--- config.mk ---
export PLATFORM = sky130hd
export DESIGN_NAME = ctrl_pipe_unit_flat
export DESIGN_NICKNAME = d
export VERILOG_FILES = /design/src/rtl/ctrl_pipe_unit_if.sv /design/src/rtl/ctrl_pipe_unit.sv /design/src/flat_wrapper.sv
export SDC_FILE = /design/constraint.sdc
export NUM_CORES = 1
export LEC_CHECK = 0
export CAP_MARGIN = 10
export CORE_AREA = 2 2 66 68
export DETAILED_ROUTE_END_ITERATION = 7
export DIE_AREA = 0 0 68 70
export PLACE_DENSITY_LB_ADDON = 0.12
export SYNTH_ARGS = -nofsm -noshare
export SYNTH_HDL_FRONTEND = slang
export SYNTH_SLANG_ARGS = --single-unit
--- constraint.sdc ---
create_clock -name clk_i -period 3.24 [get_ports clk_i]
set_input_delay 0.486 -clock clk_i [delete_from_list [all_inputs] [get_ports clk_i]]
set_output_delay 0.486 -clock clk_i [all_outputs]
set_load 0.05 [all_outputs]
--- src/rtl/ctrl_pipe_unit_if.sv ---
// ID-stage control bundle between the front end and the main-control unit.
// The DUT side uses the slave modport; the ID/hazard side drives through master.
`timescale 1ns/1ps
interface ctrl_pipe_unit_if #(
    parameter int OP_LEN    = 7,
    parameter int ALUOP_LEN = 2,
    parameter int CNT_W     = 16
);
    // valid_i qualifies op_i/funct7_i for the current cycle; there is no ready:
    // while stall_o is high the front end must keep ID unchanged, and the unit
    // ignores valid_i/noop_i/flush_i until stall_o drops.
    logic                 valid_i;
    logic [OP_LEN-1:0]    op_i;
    logic [6:0]           funct7_i;
    logic                 noop_i;
    logic                 flush_i;

    logic                 ex_regwrite_o;
    logic                 ex_memtoreg_o;
    logic                 ex_memread_o;
    logic                 ex_memwrite_o;
    logic                 ex_alusrc_o;
    logic                 ex_branch_o;
    logic                 ex_jump_o;
    logic [ALUOP_LEN-1:0] ex_aluop_o;
    logic                 ex_mul_o;
    logic                 stall_o;
    logic                 ex_hold_o;
    logic [CNT_W-1:0]     bubble_cnt_o;
    logic                 dbgState;

    modport master (
        output valid_i, op_i, funct7_i, noop_i, flush_i,
        input  ex_regwrite_o, ex_memtoreg_o, ex_memread_o, ex_memwrite_o,
               ex_alusrc_o, ex_branch_o, ex_jump_o, ex_aluop_o, ex_mul_o,
               stall_o, ex_hold_o, bubble_cnt_o, dbgState
    );

    modport slave (
        input  valid_i, op_i, funct7_i, noop_i, flush_i,
        output ex_regwrite_o, ex_memtoreg_o, ex_memread_o, ex_memwrite_o,
               ex_alusrc_o, ex_branch_o, ex_jump_o, ex_aluop_o, ex_mul_o,
               stall_o, ex_hold_o, bubble_cnt_o, dbgState
    );
endinterface

--- src/rtl/ctrl_pipe_unit.sv ---
// Main-control decode registered into ID/EX, with bubble insertion, a
// multi-cycle MUL hold sequencer and a saturating bubble counter.
`timescale 1ns/1ps
module ctrl_pipe_unit #(
    parameter int                   OP_LEN    = 7,
    parameter int                   ALUOP_LEN = 2,
    parameter logic [ALUOP_LEN-1:0] ALUOP_R   = 2'b10,
    parameter logic [ALUOP_LEN-1:0] ALUOP_I   = 2'b01,
    parameter logic [ALUOP_LEN-1:0] ALUOP_LSW = 2'b00,
    parameter logic [ALUOP_LEN-1:0] ALUOP_NO  = 2'b11,
    parameter int                   MUL_LAT   = 3,
    parameter int                   EXT_EN    = 1,
    parameter int                   CNT_W     = 16
) (
    input  logic           clk_i,
    input  logic           rst_i,
    ctrl_pipe_unit_if.slave bus
);

    typedef enum logic {
        IDLE     = 1'b0,
        MUL_WAIT = 1'b1
    } state_t;

    typedef struct packed {
        logic                 regWrite;
        logic                 memToReg;
        logic                 memRead;
        logic                 memWrite;
        logic                 aluSrc;
        logic                 branch;
        logic                 jump;
        logic [ALUOP_LEN-1:0] aluOp;
        logic                 mul;
    } ctrl_t;

    localparam logic [OP_LEN-1:0] OP_R   = 7'b0110011;
    localparam logic [OP_LEN-1:0] OP_I   = 7'b0010011;
    localparam logic [OP_LEN-1:0] OP_LW  = 7'b0000011;
    localparam logic [OP_LEN-1:0] OP_SW  = 7'b0100011;
    localparam logic [OP_LEN-1:0] OP_BEQ = 7'b1100011;
    localparam logic [OP_LEN-1:0] OP_JAL = 7'b1101111;
    localparam logic [6:0]        F7_MUL = 7'b0000001;
    localparam logic [3:0]        LAT    = 4'(MUL_LAT);
    localparam ctrl_t             BUBBLE = ctrl_t'({7'b0, ALUOP_NO, 1'b0});

    state_t           state, stateNext;
    logic [3:0]       cnt, cntNext;
    ctrl_t            exBundle, exNext, decoded;
    logic             bubbleReq, bubbleLoad;
    logic [CNT_W-1:0] bubbleCnt;

    always_comb begin
        decoded       = '0;
        decoded.aluOp = ALUOP_R;
        case (bus.op_i)
            OP_R: begin
                decoded.regWrite = 1'b1;
                decoded.mul      = (bus.funct7_i == F7_MUL);
            end
            OP_I: begin
                decoded.regWrite = 1'b1;
                decoded.aluSrc   = 1'b1;
                decoded.aluOp    = ALUOP_I;
            end
            OP_LW: begin
                decoded.regWrite = 1'b1;
                decoded.memToReg = 1'b1;
                decoded.memRead  = 1'b1;
                decoded.aluSrc   = 1'b1;
                decoded.aluOp    = ALUOP_LSW;
            end
            OP_SW: begin
                decoded.memWrite = 1'b1;
                decoded.aluSrc   = 1'b1;
                decoded.aluOp    = ALUOP_LSW;
            end
            OP_BEQ: begin
                decoded.branch = 1'b1;
                decoded.aluSrc = 1'b1;
                decoded.aluOp  = ALUOP_I;
            end
            OP_JAL: begin
                // Without the extension JAL stays on the default all-zero row.
                if (EXT_EN != 0) begin
                    decoded.regWrite = 1'b1;
                    decoded.jump     = 1'b1;
                    decoded.aluSrc   = 1'b1;
                    decoded.aluOp    = ALUOP_I;
                end
            end
            default: ;
        endcase
    end

    assign bubbleReq = bus.flush_i || bus.noop_i || !bus.valid_i;

    always_comb begin
        stateNext  = state;
        cntNext    = cnt;
        exNext     = exBundle;
        bubbleLoad = 1'b0;
        case (state)
            IDLE: begin
                if (bubbleReq) begin
                    exNext     = BUBBLE;
                    bubbleLoad = 1'b1;
                end else begin
                    exNext = decoded;
                    if (decoded.mul && (LAT != 4'd0)) begin
                        stateNext = MUL_WAIT;
                        cntNext   = LAT;
                    end
                end
            end
            MUL_WAIT: begin
                // ID/EX keeps the MUL; the last hold edge returns to IDLE with it still loaded.
                if (cnt == 4'd1) begin
                    stateNext = IDLE;
                    cntNext   = 4'd0;
                end else begin
                    cntNext = cnt - 4'd1;
                end
            end
            default: begin
                stateNext = IDLE;
                cntNext   = 4'd0;
            end
        endcase
    end

    always_ff @(posedge clk_i or negedge rst_i) begin
        if (!rst_i) begin
            state     <= IDLE;
            cnt       <= 4'd0;
            exBundle  <= BUBBLE;
            bubbleCnt <= '0;
        end else begin
            state    <= stateNext;
            cnt      <= cntNext;
            exBundle <= exNext;
            if (bubbleLoad && (bubbleCnt != {CNT_W{1'b1}}))
                bubbleCnt <= bubbleCnt + CNT_W'(1);
        end
    end

    assign bus.ex_regwrite_o = exBundle.regWrite;
    assign bus.ex_memtoreg_o = exBundle.memToReg;
    assign bus.ex_memread_o  = exBundle.memRead;
    assign bus.ex_memwrite_o = exBundle.memWrite;
    assign bus.ex_alusrc_o   = exBundle.aluSrc;
    assign bus.ex_branch_o   = exBundle.branch;
    assign bus.ex_jump_o     = exBundle.jump;
    assign bus.ex_aluop_o    = exBundle.aluOp;
    assign bus.ex_mul_o      = exBundle.mul;
    assign bus.stall_o       = (state == MUL_WAIT);
    assign bus.ex_hold_o     = (state == MUL_WAIT);
    assign bus.bubble_cnt_o  = bubbleCnt;
    assign bus.dbgState      = state;

endmodule
--- src/flat_wrapper.sv ---
// flat-port wrapper written by rule: the top's interface ports become plain ports
module ctrl_pipe_unit_flat 
#(
    parameter int                   OP_LEN    = 7,
    parameter int                   ALUOP_LEN = 2,
    parameter logic [ALUOP_LEN-1:0] ALUOP_R   = 2'b10,
    parameter logic [ALUOP_LEN-1:0] ALUOP_I   = 2'b01,
    parameter logic [ALUOP_LEN-1:0] ALUOP_LSW = 2'b00,
    parameter logic [ALUOP_LEN-1:0] ALUOP_NO  = 2'b11,
    parameter int                   MUL_LAT   = 3,
    parameter int                   EXT_EN    = 1,
    parameter int                   CNT_W     = 16
)
  (clk_i, rst_i, bus_valid_i, bus_op_i, bus_funct7_i, bus_noop_i, bus_flush_i, bus_ex_regwrite_o, bus_ex_memtoreg_o, bus_ex_memread_o, bus_ex_memwrite_o, bus_ex_alusrc_o, bus_ex_branch_o, bus_ex_jump_o, bus_ex_aluop_o, bus_ex_mul_o, bus_stall_o, bus_ex_hold_o, bus_bubble_cnt_o, bus_dbgState);
  ctrl_pipe_unit_if #(.OP_LEN(OP_LEN), .ALUOP_LEN(ALUOP_LEN), .CNT_W(CNT_W)) bus_i ();
  input  logic clk_i;
  input  logic rst_i;
  input wire logic [$bits(bus_i.valid_i)-1:0] bus_valid_i;
  input wire logic [$bits(bus_i.op_i)-1:0] bus_op_i;
  input wire logic [$bits(bus_i.funct7_i)-1:0] bus_funct7_i;
  input wire logic [$bits(bus_i.noop_i)-1:0] bus_noop_i;
  input wire logic [$bits(bus_i.flush_i)-1:0] bus_flush_i;
  output wire logic [$bits(bus_i.ex_regwrite_o)-1:0] bus_ex_regwrite_o;
  output wire logic [$bits(bus_i.ex_memtoreg_o)-1:0] bus_ex_memtoreg_o;
  output wire logic [$bits(bus_i.ex_memread_o)-1:0] bus_ex_memread_o;
  output wire logic [$bits(bus_i.ex_memwrite_o)-1:0] bus_ex_memwrite_o;
  output wire logic [$bits(bus_i.ex_alusrc_o)-1:0] bus_ex_alusrc_o;
  output wire logic [$bits(bus_i.ex_branch_o)-1:0] bus_ex_branch_o;
  output wire logic [$bits(bus_i.ex_jump_o)-1:0] bus_ex_jump_o;
  output wire logic [$bits(bus_i.ex_aluop_o)-1:0] bus_ex_aluop_o;
  output wire logic [$bits(bus_i.ex_mul_o)-1:0] bus_ex_mul_o;
  output wire logic [$bits(bus_i.stall_o)-1:0] bus_stall_o;
  output wire logic [$bits(bus_i.ex_hold_o)-1:0] bus_ex_hold_o;
  output wire logic [$bits(bus_i.bubble_cnt_o)-1:0] bus_bubble_cnt_o;
  output wire logic [$bits(bus_i.dbgState)-1:0] bus_dbgState;
  assign bus_i.valid_i = bus_valid_i;
  assign bus_i.op_i = bus_op_i;
  assign bus_i.funct7_i = bus_funct7_i;
  assign bus_i.noop_i = bus_noop_i;
  assign bus_i.flush_i = bus_flush_i;
  assign bus_ex_regwrite_o = bus_i.ex_regwrite_o;
  assign bus_ex_memtoreg_o = bus_i.ex_memtoreg_o;
  assign bus_ex_memread_o = bus_i.ex_memread_o;
  assign bus_ex_memwrite_o = bus_i.ex_memwrite_o;
  assign bus_ex_alusrc_o = bus_i.ex_alusrc_o;
  assign bus_ex_branch_o = bus_i.ex_branch_o;
  assign bus_ex_jump_o = bus_i.ex_jump_o;
  assign bus_ex_aluop_o = bus_i.ex_aluop_o;
  assign bus_ex_mul_o = bus_i.ex_mul_o;
  assign bus_stall_o = bus_i.stall_o;
  assign bus_ex_hold_o = bus_i.ex_hold_o;
  assign bus_bubble_cnt_o = bus_i.bubble_cnt_o;
  assign bus_dbgState = bus_i.dbgState;
  ctrl_pipe_unit #(.OP_LEN(OP_LEN), .ALUOP_LEN(ALUOP_LEN), .ALUOP_R(ALUOP_R), .ALUOP_I(ALUOP_I), .ALUOP_LSW(ALUOP_LSW), .ALUOP_NO(ALUOP_NO), .MUL_LAT(MUL_LAT), .EXT_EN(EXT_EN), .CNT_W(CNT_W)) u_core (.clk_i(clk_i), .rst_i(rst_i), .bus(bus_i));
endmodule
Word level (Yosys, flattened, before mapping)
Index checks and enable logic that the tools add are counted.

cells by class
  add/subtract/negate cells = 2
  equal/unequal tests = 11
  mux-type cells = 19
  bitwise logic cells = 1
  reduce and logical (&&, ||, !) cells = 9

operator list
  operator                                                                  count
  16-bit by 1-bit adder with 16-bit output (second input constant)          1
  16-bit inequality test (second input constant)                            1
  7-bit by 6-bit == test with 1-bit output (second input constant)          2
  7-bit == test (second input constant)                                     2
  4-bit 2-to-1 mux                                                          3
  1-bit 2-to-1 mux                                                          11
  10-bit 2-to-1 mux                                                         1
  4-bit one-hot mux with 2 select lines                                     1
  7-bit by 1-bit == test with 1-bit output (second input constant)          1
  7-bit by 2-bit == test with 1-bit output (second input constant)          1
  7-bit by 5-bit == test with 1-bit output (second input constant)          1
  5-bit OR reduction                                                        1
  4-bit by 1-bit == test with 1-bit output (second input constant)          1
  2-bit one-hot mux with 2 select lines                                     1
  4-bit OR reduction                                                        1
  4-bit by 1-bit subtractor with 4-bit output (second input constant)       1
  3-bit OR reduction                                                        1
  1-bit logical OR                                                          2
  2-bit 2-to-1 mux                                                          1
  2-bit by 1-bit inequality test with 1-bit output (second input constant)  1
  2-bit inequality test (second input constant)                             1
  1-bit one-hot mux with 2 select lines                                     1
  2-bit AND reduction                                                       1
  2-bit OR reduction                                                        1
  other kinds (3)                                                           3

storage, ports and cells
  flip-flop bits (word level) = 31

Longest topological paths before layout
  depth in word-level cells = 5
  depth in mapped cells = 6
  depth with buffers taken out = 6

Least setup slack after synthesis
No wires, ideal clock.

  kind = reg2reg
  start = register u_core.bubbleCnt[0], in the netlist u_core.bus.bubble_cnt_o[0]
  end = register u_core.bubbleCnt[1], in the netlist u_core.bus.bubble_cnt_o[1]
  library setup time = 0.125 ns
  arrival = 2.168 ns
  setup slack = 0.947 ns
  cell stages (with the launch flop) = 7
  buffers on the path = 1
  path through = dfrtp_1 > ha_1 > nand4_2 > or4_4 > buf_6 > nand2_2 > mux2_4

on the way
  longest elaborated chain between the ends = 2
  elaborated cells between the ends (all ways) = 3
  those cells by class = 1 x add/sub; 1 x eq/ne; 1 x reduce/logical

RTL lines
  item                                                                              line                   RTL
  start, declared                                                                   ctrl_pipe_unit.sv:51   logic [CNT_W-1:0] bubbleCnt;
  start signal, assigned                                                            ctrl_pipe_unit.sv:143  bubbleCnt <= bubbleCnt + CNT_W'(1);
  branches (longest 2 deep; another with 16-bit by 1-bit adder with 16-bit output)  -

Several ways; the timed one is not identified.
A chain may end at the register's enable or synchronous reset.

Worst setup path in the final report
  start = input port bus_op_i[4]
  end = register u_core.cnt[3]

on the way
  longest elaborated chain between the ends = 4

RTL lines
  item                                                        line                   RTL
  start, declared                                             flat_wrapper.sv:19     input wire logic [$bits(bus_i.op_i)-1:0] bus_op_i;
  7-bit by 6-bit == test with 1-bit output                    ctrl_pipe_unit.sv:56   case (bus.op_i)
  1-bit 2-to-1 mux                                            ctrl_pipe_unit.sv:56
  2-bit by 1-bit inequality test with 1-bit output (no line)  -
  2-bit AND reduction (no line)                               -
  end signal, assigned                                        ctrl_pipe_unit.sv:140  cnt <= cntNext;
  end, declared                                               ctrl_pipe_unit.sv:48   logic [3:0] cnt, cntNext;

No other way between the ends.

==> flow_metrics.py <==
metrics = {
    "run_status": {
        "status": "finished clean",
    },
    "global_routing": {
        "gr-usage-all-layers_pct": 17.0,
        "antenna_found_initial": 0,
        "grt_max_degree": 31,
        "overflow": 0,
        "grt_pass1_vias": 1362,
        "grt_first_pass_wirelength_microns": 6130,
    },
    "layout": {
        "fin_nets": 228,
        "n_fill_cell": 368,
        "drive_gt1_share_pct": 11.1,
        "final_common_cell": "clkdlybuf4s50_1",
        "num_antenna_cells": 0,
        "final_cell_mix": "47 x clkdlybuf4s50_1, 28 x dfrtp_1, 23 x nand2_1, 10 x xnor2_1, 9 x nand3_1",
        "largest_register_ffs": 16,
        "layout-area-overhead-vs-synth_pct": 38.7,
    },
    "synthesis": {
        "synth_top_area_share_pct": 43.9,
        "syn_nets": 178,
        "ys_async_sr_fraction_pct": 100,
        "synth.distinct_cells": 49,
        "synthCells": 156,
        "syn_area_sq_um": 1600,
        "ys_seq_area_share_pct": 47.2,
        "yosys_warnings": 0,
        "avgSynthCellArea_sq_um": 10.2,
        "synth.area.top_cells": "dfrtp_1 44%, xnor2_1 5.5%, nand2_1 5.4%, dfstp_2 3.3%, nand3_1 2.8%",
        "yosysTopAreaCell": "dfrtp_1",
        "synth_seq_cells": 30,
        "ys.flop_type": "dfrtp_1",
        "synth_edf_count": 0,
    },
    "clocking": {
        "cts_tree": "built",
        "cts_setup_buffers": 0,
        "cts_max_level": 2,
        "insertion_delay_ns": 0.28,
        "post_cts_resized": 0,
        "cts-root-buf": "clkbuf_8",
        "cts_buffers": 5,
        "clk_path_buf_depth": 2,
        "hold_buffers": 0,
        "cts.sinks": 30,
        "clk_pin_slew_ns": 0.06,
    },
    "min_path": {
        "hp-class": "reg2reg",
        "hold_depth": 2,
    },
    "pwr": {
        "vdd_ir_drop_max_mv": 0.639,
        "power.leakage_nw": 0.918,
        "intPower_mw": 0.817,
        "p_sw_mw": 0.473,
        "clockPowerShare_pct": 28.4,
        "switching_share_pct": 36.7,
        "p_comb_share_pct": 32.7,
        "power-per-cell-area_nw_per_um2": 583,
        "seq_power_share_pct": 38.9,
    },
    "route": {
        "wl_met2_microns": 1840,
        "top_layer_used": "met4",
        "wl_per_cell_microns": 14.7,
        "finalWirelength_microns": 3800,
        "wl_met3_microns": 244,
        "drc": 0,
        "drtIter0Drc": 68,
        "viasPerCell": 5.39,
        "ant_nets": 0,
        "m1WireLength_microns": 1650,
        "drt_first_pass_iters": 4,
        "routed-via-count": 1395,
    },
    "setup_path": {
        "crit_required_ns": 3.41,
        "cp-end-kind": "register",
        "critPathBufInv": 1,
        "cp.depth": 5,
        "worstPathMaxFanout": 6,
        "critPathTopFamily": "simple AND/OR/NAND/NOR gates",
        "cp_slowest_stage_delay_ns": 0.57,
        "criticalPathCategory": "in2reg",
        "cp-start-kind": "input pin",
        "crit_slowest_cell": "clkdlybuf4s50_1",
        "reg2reg_depth": 5,
        "cp_cell_sequence": "clkdlybuf4s50_1 -> or4b_1 -> nor4_2 -> nand3_1 -> a31o_1",
        "cp.arrival_ns": 2.31,
    },
    "sta": {
        "worstMarginPinSlew_ns": 0.673,
        "fmax_ghz": 0.465,
        "setup_tns_ns": 0,
        "rsz0062_at_grt": "no",
        "relSlewSlack_pct": 54.7,
        "setup_viol": 0,
        "min_period_over_period_pct": 66.3,
        "finClkSkew_ns": 0.00115,
        "fin_ws_ns": 1.09,
        "fin_crit_ns": 2.15,
        "maxSlewViolCount": 0,
        "hold_viol_final": 0,
        "worst_hold_slack_ns": 0.465,
    },
    "flow_run": {
        "maxCapViolCount": 0,
    },
    "die": {
        "core_sq_um": 4140,
        "die_area_sq_um": 4760,
        "die_w_microns": 68,
        "die_y_microns": 70,
        "initial_core_util_pct": 38.5,
        "io_pins": 48,
        "rows": 24,
    },
    "placement": {
        "dp_hpwl_microns": 2660,
        "gp_congestion": 0.850,
        "io_buffers": 47,
        "pre_cts_slack_ns": 0.802,
    },
}
[cell families after synthesis]
family,synth area share (%)
mux,2.35
compound gates,10.8
fa+ha+maj,2.35
buf+inv,3.76
xor+xnor,6.04
simple gates,27.5
flops,47.2
[tightest hold or removal path: stages (launching register included)]
cell,delay [ns]
dfstp_2,0.37
inv_1,0.04
a32oi_1,0.04
[worst paths after layout]
kind / start / endpoint / slack [ns]
worst max-delay path: bus_op_i[4] / u_core.cnt[3]$_DFFE_PN0P_ / 1.09
worst min-delay path: u_core.bus.ex_aluop_o[0]$_DFFE_PN1N_ / u_core.bus.ex_aluop_o[0]$_DFFE_PN1N_ / 0.46
worst max register to register: u_core.bus.bubble_cnt_o[0]$_DFFE_PN0P_ / u_core.bus.bubble_cnt_o[1]$_DFFE_PN0P_ / 1.24
worst min register to register: u_core.bus.ex_aluop_o[0]$_DFFE_PN1N_ / u_core.bus.ex_aluop_o[0]$_DFFE_PN1N_ / 0.46
max in group asynchronous: rst_i / u_core.bus.ex_aluop_o[1]$_DFFE_PN1N_ / 2.33
min in group asynchronous: rst_i / u_core.bus.ex_branch_o$_DFFE_PN0N_ / 0.59
[power by group through the flow]
stage               registers [mW]  logic (mW)  clock network, mW
global route                 0.510       0.450              0.399
CTS                          0.501       0.426              0.382
finish                       0.501       0.422              0.366
detailed placement           0.505       0.423                  0
floorplan                    0.647       0.120                  0
global placement             0.501       0.419                  0
[layer usage]
layer,up-vias,track usage [%]
li1,670,-
met1,676,20.3
met2,43,28.3
met3,6,5.31
met4,0,6.22
met5,-,0
[layout make-up]
type | count | area [sq um] | area share, %
multi-input combinational | 115 | 782 | 35.3
clock inverter | 3 | 40.0 | 1.81
tap | 52 | 65.1 | 2.94
sequential | 30 | 753 | 34.0
inverter | 5 | 18.8 | 0.848
clock buffer | 5 | 68.8 | 3.11
timing repair buffer | 49 | 485 | 21.9
[cells in the mapped netlist (all sizes together), types with 2 or more instances]
library cell / n
mux2: 3
and2: 2
o31ai: 2
o21a: 2
dfstp: 2
ha: 3
a31oi: 2
inv: 5
nor2: 6
or4: 3
nand3b: 2
nand4: 6
buf: 4
a31o: 2
o21ai: 3
nor3: 5
and3: 3
nand2: 24
xnor2: 10
dfrtp: 28
a32o: 2
nand3: 9
clkbuf: 2
nor4: 4
nand2b: 2
nand4b: 2
a21oi: 3
nor3b: 2
[stage by stage]
stage / cells / cell area [sq um] / utilization (%) / total power [mW]
2_1_floorplan: 156 / 1600 / - / 0.767
3_3_place_gp: 251 / 2100 / 50.8 / 0.920
3_5_place_dp: 251 / 2100 / 50.8 / 0.928
4_1_cts: 259 / 2210 / 53.4 / 1.31
5_1_grt: 259 / 2210 / 53.4 / 1.36
6_report: 259 / 2210 / 53.4 / 1.29
Power figures use the tool's default switching activity.
